--- src/rtl/breath_pwm_pkg.sv ---
// Purpose: shared mode encoding and helpers for the multi-channel breathing PWM.
// Latency: n/a (types and constants only).
// Backpressure: n/a.
package breath_pwm_pkg;

    typedef logic [1:0] mode_t;

    localparam mode_t MODE_OFF    = 2'b00;
    localparam mode_t MODE_SAW    = 2'b01;
    localparam mode_t MODE_TRI    = 2'b10;
    localparam mode_t MODE_STATIC = 2'b11;

    // Full-scale brightness for a given level width (all ones).
    function automatic int pwm_max(input int bits);
        return (1 << bits) - 1;
    endfunction

endpackage

--- src/rtl/breath_pwm_chan.sv ---
// Purpose: one channel's brightness engine (off/sawtooth/triangle/static) and PWM compare.
// Latency: level moves on the edge after step; pwm_out is registered, one cycle behind pwm_cnt.
// Backpressure: none; free-running, level only changes on a step so duty is glitch-free.
module breath_pwm_chan
    import breath_pwm_pkg::*;
#(
    parameter int PWM_BITS = 8
) (
    input  logic                clk_in,
    input  logic                rst_n,
    input  logic                step,
    input  mode_t               mode,
    input  logic [PWM_BITS-1:0] static_level,
    input  logic [PWM_BITS-1:0] pwm_cnt,
    output logic                pwm_out,
    output logic [PWM_BITS-1:0] level
);

    localparam logic [PWM_BITS-1:0] LVL_MAX = PWM_BITS'(pwm_max(PWM_BITS));
    localparam logic [PWM_BITS-1:0] LVL_ONE = PWM_BITS'(1);

    logic [PWM_BITS-1:0] level_q, level_d;
    logic                dir_up_q, dir_up_d;
    mode_t               prev_mode_q, prev_mode_d;
    logic                pwm_out_q, pwm_out_d;
    logic                move_up;

    // Next level/direction, evaluated only on a step; compare runs every cycle.
    always_comb begin
        level_d     = level_q;
        dir_up_d    = dir_up_q;
        prev_mode_d = prev_mode_q;
        move_up     = dir_up_q;
        pwm_out_d   = (pwm_cnt < level_q);
        if (step) begin
            prev_mode_d = mode;
            case (mode)
                MODE_OFF: begin
                    level_d  = '0;
                    dir_up_d = 1'b1;
                end
                MODE_SAW: begin
                    // MAX is all ones, so the natural carry-out gives MAX -> 0.
                    level_d = level_q + LVL_ONE;
                end
                MODE_TRI: begin
                    // Fresh entry starts upward; the rails override so peaks/troughs last one step.
                    if (prev_mode_q != MODE_TRI) begin
                        move_up = 1'b1;
                    end
                    if (level_q == LVL_MAX) begin
                        move_up = 1'b0;
                    end else if (level_q == '0) begin
                        move_up = 1'b1;
                    end
                    level_d  = move_up ? (level_q + LVL_ONE) : (level_q - LVL_ONE);
                    dir_up_d = move_up;
                end
                default: begin
                    level_d = static_level;
                end
            endcase
        end
    end

    // Channel state registers with synchronous active-low reset.
    always_ff @(posedge clk_in) begin
        if (!rst_n) begin
            level_q     <= '0;
            dir_up_q    <= 1'b1;
            prev_mode_q <= MODE_OFF;
            pwm_out_q   <= 1'b0;
        end else begin
            level_q     <= level_d;
            dir_up_q    <= dir_up_d;
            prev_mode_q <= prev_mode_d;
            pwm_out_q   <= pwm_out_d;
        end
    end

    assign pwm_out = pwm_out_q;
    assign level   = level_q;

endmodule

--- src/rtl/breath_pwm_multi.sv ---
// Purpose: shared prescaler, PWM counter and step scheduler driving CHANNELS breathing engines.
// Latency: strobes one cycle after the wrap/step event; pwm_out one cycle behind pwm_cnt.
// Backpressure: none; free-running LED driver.
module breath_pwm_multi
    import breath_pwm_pkg::*;
#(
    parameter int CHANNELS     = 3,
    parameter int PWM_BITS     = 8,
    parameter int PRESC_DIV    = 94,
    parameter int STEP_PERIODS = 4
) (
    input  logic                         clk_in,
    input  logic                         rst_n,
    input  logic [2*CHANNELS-1:0]        mode,
    input  logic [PWM_BITS*CHANNELS-1:0] static_level,
    output logic [CHANNELS-1:0]          pwm_out,
    output logic                         period_strobe,
    output logic                         step_strobe,
    output logic [PWM_BITS*CHANNELS-1:0] level
);

    localparam int PW = (PRESC_DIV > 1) ? $clog2(PRESC_DIV) : 1;
    localparam int SW = (STEP_PERIODS > 1) ? $clog2(STEP_PERIODS) : 1;

    localparam logic [PW-1:0]       PRESC_LAST = PW'(PRESC_DIV - 1);
    localparam logic [SW-1:0]       STEP_LAST  = SW'(STEP_PERIODS - 1);
    localparam logic [PWM_BITS-1:0] CNT_LAST   = PWM_BITS'(pwm_max(PWM_BITS) - 1);

    logic [PW-1:0]       presc_q, presc_d;
    logic [PWM_BITS-1:0] pwm_cnt_q, pwm_cnt_d;
    logic [SW-1:0]       step_cnt_q, step_cnt_d;
    logic                period_strobe_q, period_strobe_d;
    logic                step_strobe_q, step_strobe_d;
    logic                tick, wrap, step;

    // Prescaler tick, PWM counter wrap and step scheduling shared by all channels.
    always_comb begin
        tick       = (presc_q == PRESC_LAST);
        wrap       = tick && (pwm_cnt_q == CNT_LAST);
        step       = wrap && (step_cnt_q == STEP_LAST);
        presc_d    = tick ? '0 : (presc_q + PW'(1));
        pwm_cnt_d  = pwm_cnt_q;
        step_cnt_d = step_cnt_q;
        if (tick) begin
            pwm_cnt_d = wrap ? '0 : (pwm_cnt_q + PWM_BITS'(1));
        end
        if (wrap) begin
            step_cnt_d = step ? '0 : (step_cnt_q + SW'(1));
        end
        period_strobe_d = wrap;
        step_strobe_d   = step;
    end

    // Timebase registers with synchronous active-low reset.
    always_ff @(posedge clk_in) begin
        if (!rst_n) begin
            presc_q         <= '0;
            pwm_cnt_q       <= '0;
            step_cnt_q      <= '0;
            period_strobe_q <= 1'b0;
            step_strobe_q   <= 1'b0;
        end else begin
            presc_q         <= presc_d;
            pwm_cnt_q       <= pwm_cnt_d;
            step_cnt_q      <= step_cnt_d;
            period_strobe_q <= period_strobe_d;
            step_strobe_q   <= step_strobe_d;
        end
    end

    assign period_strobe = period_strobe_q;
    assign step_strobe   = step_strobe_q;

    // Steps only fire on a wrap, so new levels take effect exactly at pwm_cnt = 0.
    for (genvar i = 0; i < CHANNELS; i++) begin : g_chan
        breath_pwm_chan #(
            .PWM_BITS (PWM_BITS)
        ) u_chan (
            .clk_in       (clk_in),
            .rst_n        (rst_n),
            .step         (step),
            .mode         (mode[2*i +: 2]),
            .static_level (static_level[i*PWM_BITS +: PWM_BITS]),
            .pwm_cnt      (pwm_cnt_q),
            .pwm_out      (pwm_out[i]),
            .level        (level[i*PWM_BITS +: PWM_BITS])
        );
    end

endmodule
--- config.mk ---
export PLATFORM = sky130hd
export DESIGN_NAME = breath_pwm_multi
export DESIGN_NICKNAME = d
export VERILOG_FILES = /design/src/rtl/breath_pwm_pkg.sv /design/src/rtl/breath_pwm_chan.sv /design/src/rtl/breath_pwm_multi.sv
export SDC_FILE = /design/constraint.sdc
export NUM_CORES = 1
export LEC_CHECK = 0
export ABC_AREA = 1
export CAP_MARGIN = 25
export CORE_MARGIN = 2
export CORE_UTILIZATION = 50
export DETAILED_ROUTE_END_ITERATION = 10
export PLACE_DENSITY = 0.8
export SLEW_MARGIN = 20
export SYNTH_ARGS = -nofsm -noshare
export SYNTH_HDL_FRONTEND = slang
export SYNTH_HIERARCHICAL = 1
export SYNTH_SLANG_ARGS = --single-unit
--- constraint.sdc ---
create_clock -name clk_in -period 2.6 [get_ports clk_in]
set_input_delay 0.52 -clock clk_in [delete_from_list [all_inputs] [get_ports clk_in]]
set_output_delay 0.52 -clock clk_in [all_outputs]
set_load 0.02 [all_outputs]
======== After elaboration in Yosys (flattened, before gate mapping) ========
Index checks and enable logic that the tools add are counted.
word-level totals
  register bits after elaboration ......... 55
  latch bits .............................. 0
  memory bits (writable) .................. 0
  bits in read-only memories .............. 0
  bits of input ports ..................... 32
  memories kept ........................... 0
operators by class
  $add $sub $neg .......................... 9
  multiply operators ...................... 0
  divide/modulo/power cells ............... 0
  order comparisons ....................... 3
  eq/ne operators ......................... 15
  shift-type cells ........................ 0
  mux-type cells .......................... 26
  bitwise operators ....................... 1
  reduce and logical (&&, ||, !) cells .... 15
operators with widths
  operator               number
  $pmux W8 S3            3
  $add A8 B1 Y8 const B  4
  $eq A8 B8 Y1 const B   4
  $mux W8                4
  $logic_not A8 Y1       3
  $lt A8 B8 Y1           3
  $sub A8 B1 Y8 const B  3
  $mux W1                15
  $eq A2 B2 Y1 const B   4
  $add A7 B1 Y7 const B  1
  $eq A7 B7 Y1 const B   1
  $eq A2 B1 Y1 const B   3
  $logic_not A2 Y1       3
  $ne A2 B2 Y1 const B   3
  $pmux W1 S2            3
  $reduce_and A2 Y1      3
  $reduce_bool A2 Y1     3
  $add A2 B1 Y2 const B  1
  $logic_and A1 B1 Y1    2
  $mux W2                1
  $reduce_or A2 Y1       1
  $not A1 Y1             1

======== Depth between registers and ports, before layout ========
  depth after elaboration ................. 8
  depth in mapped cells ................... 11
  depth with buffers taken out ............ 10

======== By module ========
The synthesis kept the hierarchy.
by module, submodules not included
  module            instances  cells an instance  area an instance (um2)
  breath_pwm_chan   3          161                1,092.3
  breath_pwm_multi  1          124                952.2

======== Worst setup path before layout ========
OpenSTA, ideal clock, no wires.
  path kind ............................... register -> register
  start ................................... register pwm_cnt_q[1]
  end ..................................... register g_chan[0].u_chan.dir_up_q
  setup time .............................. 0.122 ns
  arrival time ............................ 1.799 ns
  setup slack ............................. 0.680 ns
  cell stages (with the launch flop) ...... 10
  path buffers ............................ 1
  clock period less this slack ............ 1.920 ns
  cell sequence ........................... dfxtp_1 -> ha_1 -> nand2_1 -> nor2_1 -> nand2_4 -> nor3_1 -> inv_1 -> clkbuf_1 -> o21ai_0 -> nand3_1
on the way
  cells in the longest elaborated chain, start to end .. 4
ends and longest elaborated chain
  item                         line                    RTL
  from (decl)                  breath_pwm_multi.sv:30  logic [PWM_BITS-1:0] pwm_cnt_q, pwm_cnt_d;
  from (signal assigned)       breath_pwm_multi.sv:64  pwm_cnt_q <= pwm_cnt_d;
  $eq A8 B8 Y1                 breath_pwm_multi.sv:39  wrap = tick && (pwm_cnt_q == CNT_LAST);
  $logic_and A1 B1 Y1          breath_pwm_multi.sv:39
  $logic_and A1 B1 Y1          breath_pwm_multi.sv:40  step = wrap && (step_cnt_q == STEP_LAST);
  named net step               breath_pwm_multi.sv:34  logic tick, wrap, step;
  $reduce_and A2 Y1 (no line)  n/a
  to (signal assigned)         breath_pwm_chan.sv:75   dir_up_q <= dir_up_d;
  to (decl)                    breath_pwm_chan.sv:23   logic dir_up_q, dir_up_d;
The timed path passes the listed nets, and every way through them passes these cells.
A chain may end at the register's enable or synchronous reset.

======== Final worst setup path ========
  start ................................... register pwm_cnt_q[1]
  end ..................................... register g_chan[2].u_chan.level_q[3]
on the way
  cells in the longest elaborated chain, start to end .. 3
ends and longest elaborated chain
  item                  line                    RTL
  $eq A8 B8 Y1          breath_pwm_multi.sv:39
  $logic_and A1 B1 Y1   breath_pwm_multi.sv:39
  $logic_and A1 B1 Y1   breath_pwm_multi.sv:40
  named net step        breath_pwm_multi.sv:34
  to (signal assigned)  breath_pwm_chan.sv:74   level_q <= level_d;
  to (decl)             breath_pwm_chan.sv:22   logic [PWM_BITS-1:0] level_q, level_d;
The timed path passes the listed nets, and every way through them passes these cells.

==> metrics.cfg <==
[outcome]
status=completed

[global_route]
grt_pass1_wl_mm=16.5
grt_max_degree=19
grt_pass1_vias=3750
grt_usage=0.223
overflow=0
antenna_found_initial=0

[clock_tree]
cts_tree=yes
htreeDepth=2
max-clock-path-buffers=2
numClockSinks=55
ctsResizeCount=0
path_clk_slew_ns=0.11
cts_made_buffers=5
cts-root-buf=clkbuf_8
clock_latency_ns=0.31
hold_buffers=0
post-cts-setup-buffer-count=0

[timing]
hold_violations=0
setup-tns-final_ns=0
slew_viol_final=0
fin_crit_ns=2.20
rsz0062_at_grt=no
setup_viol=0
fin_crit_sh=0.845
finalClockSkew_ns=0.00673
relSlewSlack=0.670
tightest_slew_ns=0.492
clock.fmax_mhz=455

[worst_setup_path]
cp.arrival_ns=2.47
cp_max_fo=11
end_kind=flop
reg2reg_depth=9
worstPathRequired_ns=2.87
crit_path_start_kind=flop
critPathKind=reg -> reg

[power]
p_leak_nw=2.27
p_int_mw=1.10
power.density_nw_per_um2=294
clock_power_share=0.340
ir_drop_mv=0.243
seq_power_share=0.572
netSwitchingFraction=0.258
p_comb_frac=0.089
p_sw_uw=383

[route]
drt-pass1-iter-count=5
wl_per_cell_um=12.9
routed_wl_mm=10.1
vias=4148
drc_errors=0
drt-initial-drc-count=183
ant_nets=0
viasPerCell=5.33

[floorplan]
coreArea_sq_um=8220
dieArea_sq_um=9210
dieHeight_um=96.0
io_pins=61
rows=33
initial_core_util=0.515
die_width_um=96.0

[logic_synthesis]
async_reset_ff_frac=0
synth_flop_cell=dfxtp_1
synth_warnings=6
ys_seq_area_frac=0.260
synth-seq-cells=55
syn_inst=607
synthesis.area_sq_um=4230
syn_area_per_cell_sq_um=6.97
synth_edf_count=0
ys_top_cells_by_area=dfxtp_1 26%, ha_1 10%, nand2_1 10%
synth_top_area_frac=0.260
ys_top_cells_by_count=116 x nand2_1, 68 x nand3_1, 65 x inv_1, 59 x nor2_1, 55 x dfxtp_1
synth_area_leader_cell=dfxtp_1
synth_most_common_cell=nand2_1
yosys.cell_types.count=31
syn_nets=674

[finish]
fillerInstances=752
antennaDiodeCount=0
drive_gt1_frac=0.120
layoutNonFillerInstCount=778
nets=739
area_growth_pct=19.5

[placed_design]
numPortBuffers=60
dpl.hpwl_mm=7.80
dp_cells=770
gp_congestion=0.895

[worst_hold_path]
hold_depth=1
min_path_type=reg -> reg

[run]
drv_cap=0

[cell usage in the layout, fill, tap and decap left out, drive strengths merged]
master	count
inv	71
clkbuf	5
nor2	84
o21ai	43
nor3b	1
nand3	71
clkdlybuf4s50	60
clkinv	4
a211o	3
a31oi	6
xor2	32
buf	7
nor3	5
a21oi	33
clkinvlp	2
dfxtp	55
nand3b	4
ha	35
nand2	138
a211oi	3
xnor2	1
nand4	10
[through the flow]
| stage | power [mW] | setup slack, ns | hold WS (ns) | area, sq um | util |
|---|---|---|---|---|---|
| after floorplan | 0.926 | 0.680 | 0.423 | 4230 | - |
| after global placement | 0.999 | 0.546 | 0.434 | 4960 | 0.604 |
| after detailed placement | 1.00 | 0.398 | 0.465 | 4960 | 0.604 |
| after CTS | 1.50 | 0.396 | 0.490 | 5050 | 0.615 |
| after global routing | 1.54 | 0.0931 | 0.516 | 5050 | 0.615 |
| final | 1.49 | 0.402 | 0.482 | 5050 | 0.615 |
[flip-flops by register name, indices dropped and copies added, names as in the netlist]
signal	flops
g_chan.u_chan/level	24
pwm_cnt_q	8
presc_q	7
g_chan.u_chan/prev_mode_q	6
g_chan.u_chan/dir_up_q	3
g_chan.u_chan/pwm_out	3
step_cnt_q	2
period_strobe	1
step_strobe	1
[worst paths after layout]
check | from | to | slack [ns]
min | presc_q[0]$_SDFF_PP0_ | presc_q[0]$_SDFF_PP0_ | 0.48
max reg2reg | pwm_cnt_q[1]$_SDFFE_PN0N_ | g_chan[2].u_chan/level[3]$_SDFFE_PN0P_ | 0.40
min reg2reg | presc_q[0]$_SDFF_PP0_ | presc_q[0]$_SDFF_PP0_ | 0.48
max | pwm_cnt_q[1]$_SDFFE_PN0N_ | g_chan[2].u_chan/level[3]$_SDFFE_PN0P_ | 0.40
[cell type report]
type                       count  area, sq um  share of cell area
multi-input combinational    469         2800               0.553
sequential                    55         1100               0.218
timing repair buffer          67          653               0.129
inverter                      74          279              0.0552
tap                          105          131              0.0260
clock buffer                   5         68.8              0.0136
clock inverter                 3         23.8             0.00470
[metal layers]
metal,track usage,vias up,part of all wire
li1,-,2118,-
met1,0.287,1905,0.47
met2,0.388,115,0.48
met3,0.0313,10,0.045
met4,0.0607,0,0.011
met5,0,-,0
[power groups by stage]
| stage | sequential [mW] | clock (mW) | combinational (mW) |
|---|---|---|---|
| 3_3_place_gp | 0.869 | 0 | 0.130 |
| 3_5_place_dp | 0.869 | 0 | 0.131 |
| 6_report | 0.850 | 0.505 | 0.132 |
| 4_1_cts | 0.850 | 0.522 | 0.132 |
| 2_1_floorplan | 0.868 | 0 | 0.0575 |
| 5_1_grt | 0.851 | 0.550 | 0.143 |
[critical path, stage by stage (launching register included)]
cell and delay (ns):
dfxtp_1 0.46, ha_1 0.20, nand2_1 0.06, nor2_1 0.18, nand2_4 0.12, nor3_2 0.44, inv_1 0.31, a21oi_1 0.24
o21ai_1 0.09, inv_1 0.05
[logic make-up (layout without fill, tap and decap cells)]
kind of cell / after synthesis / after routing / share of synthesized area
buffers and inverters: 83 / 149 / 0.0793
AO/OA/AOI/OAI: 88 / 88 / 0.118
XOR/XNOR: 33 / 33 / 0.0683
adder cells (fa/ha/maj): 35 / 35 / 0.104
flip-flops: 55 / 55 / 0.260
AND/OR/NAND/NOR: 313 / 313 / 0.370
Power figures use the tool's default switching activity.
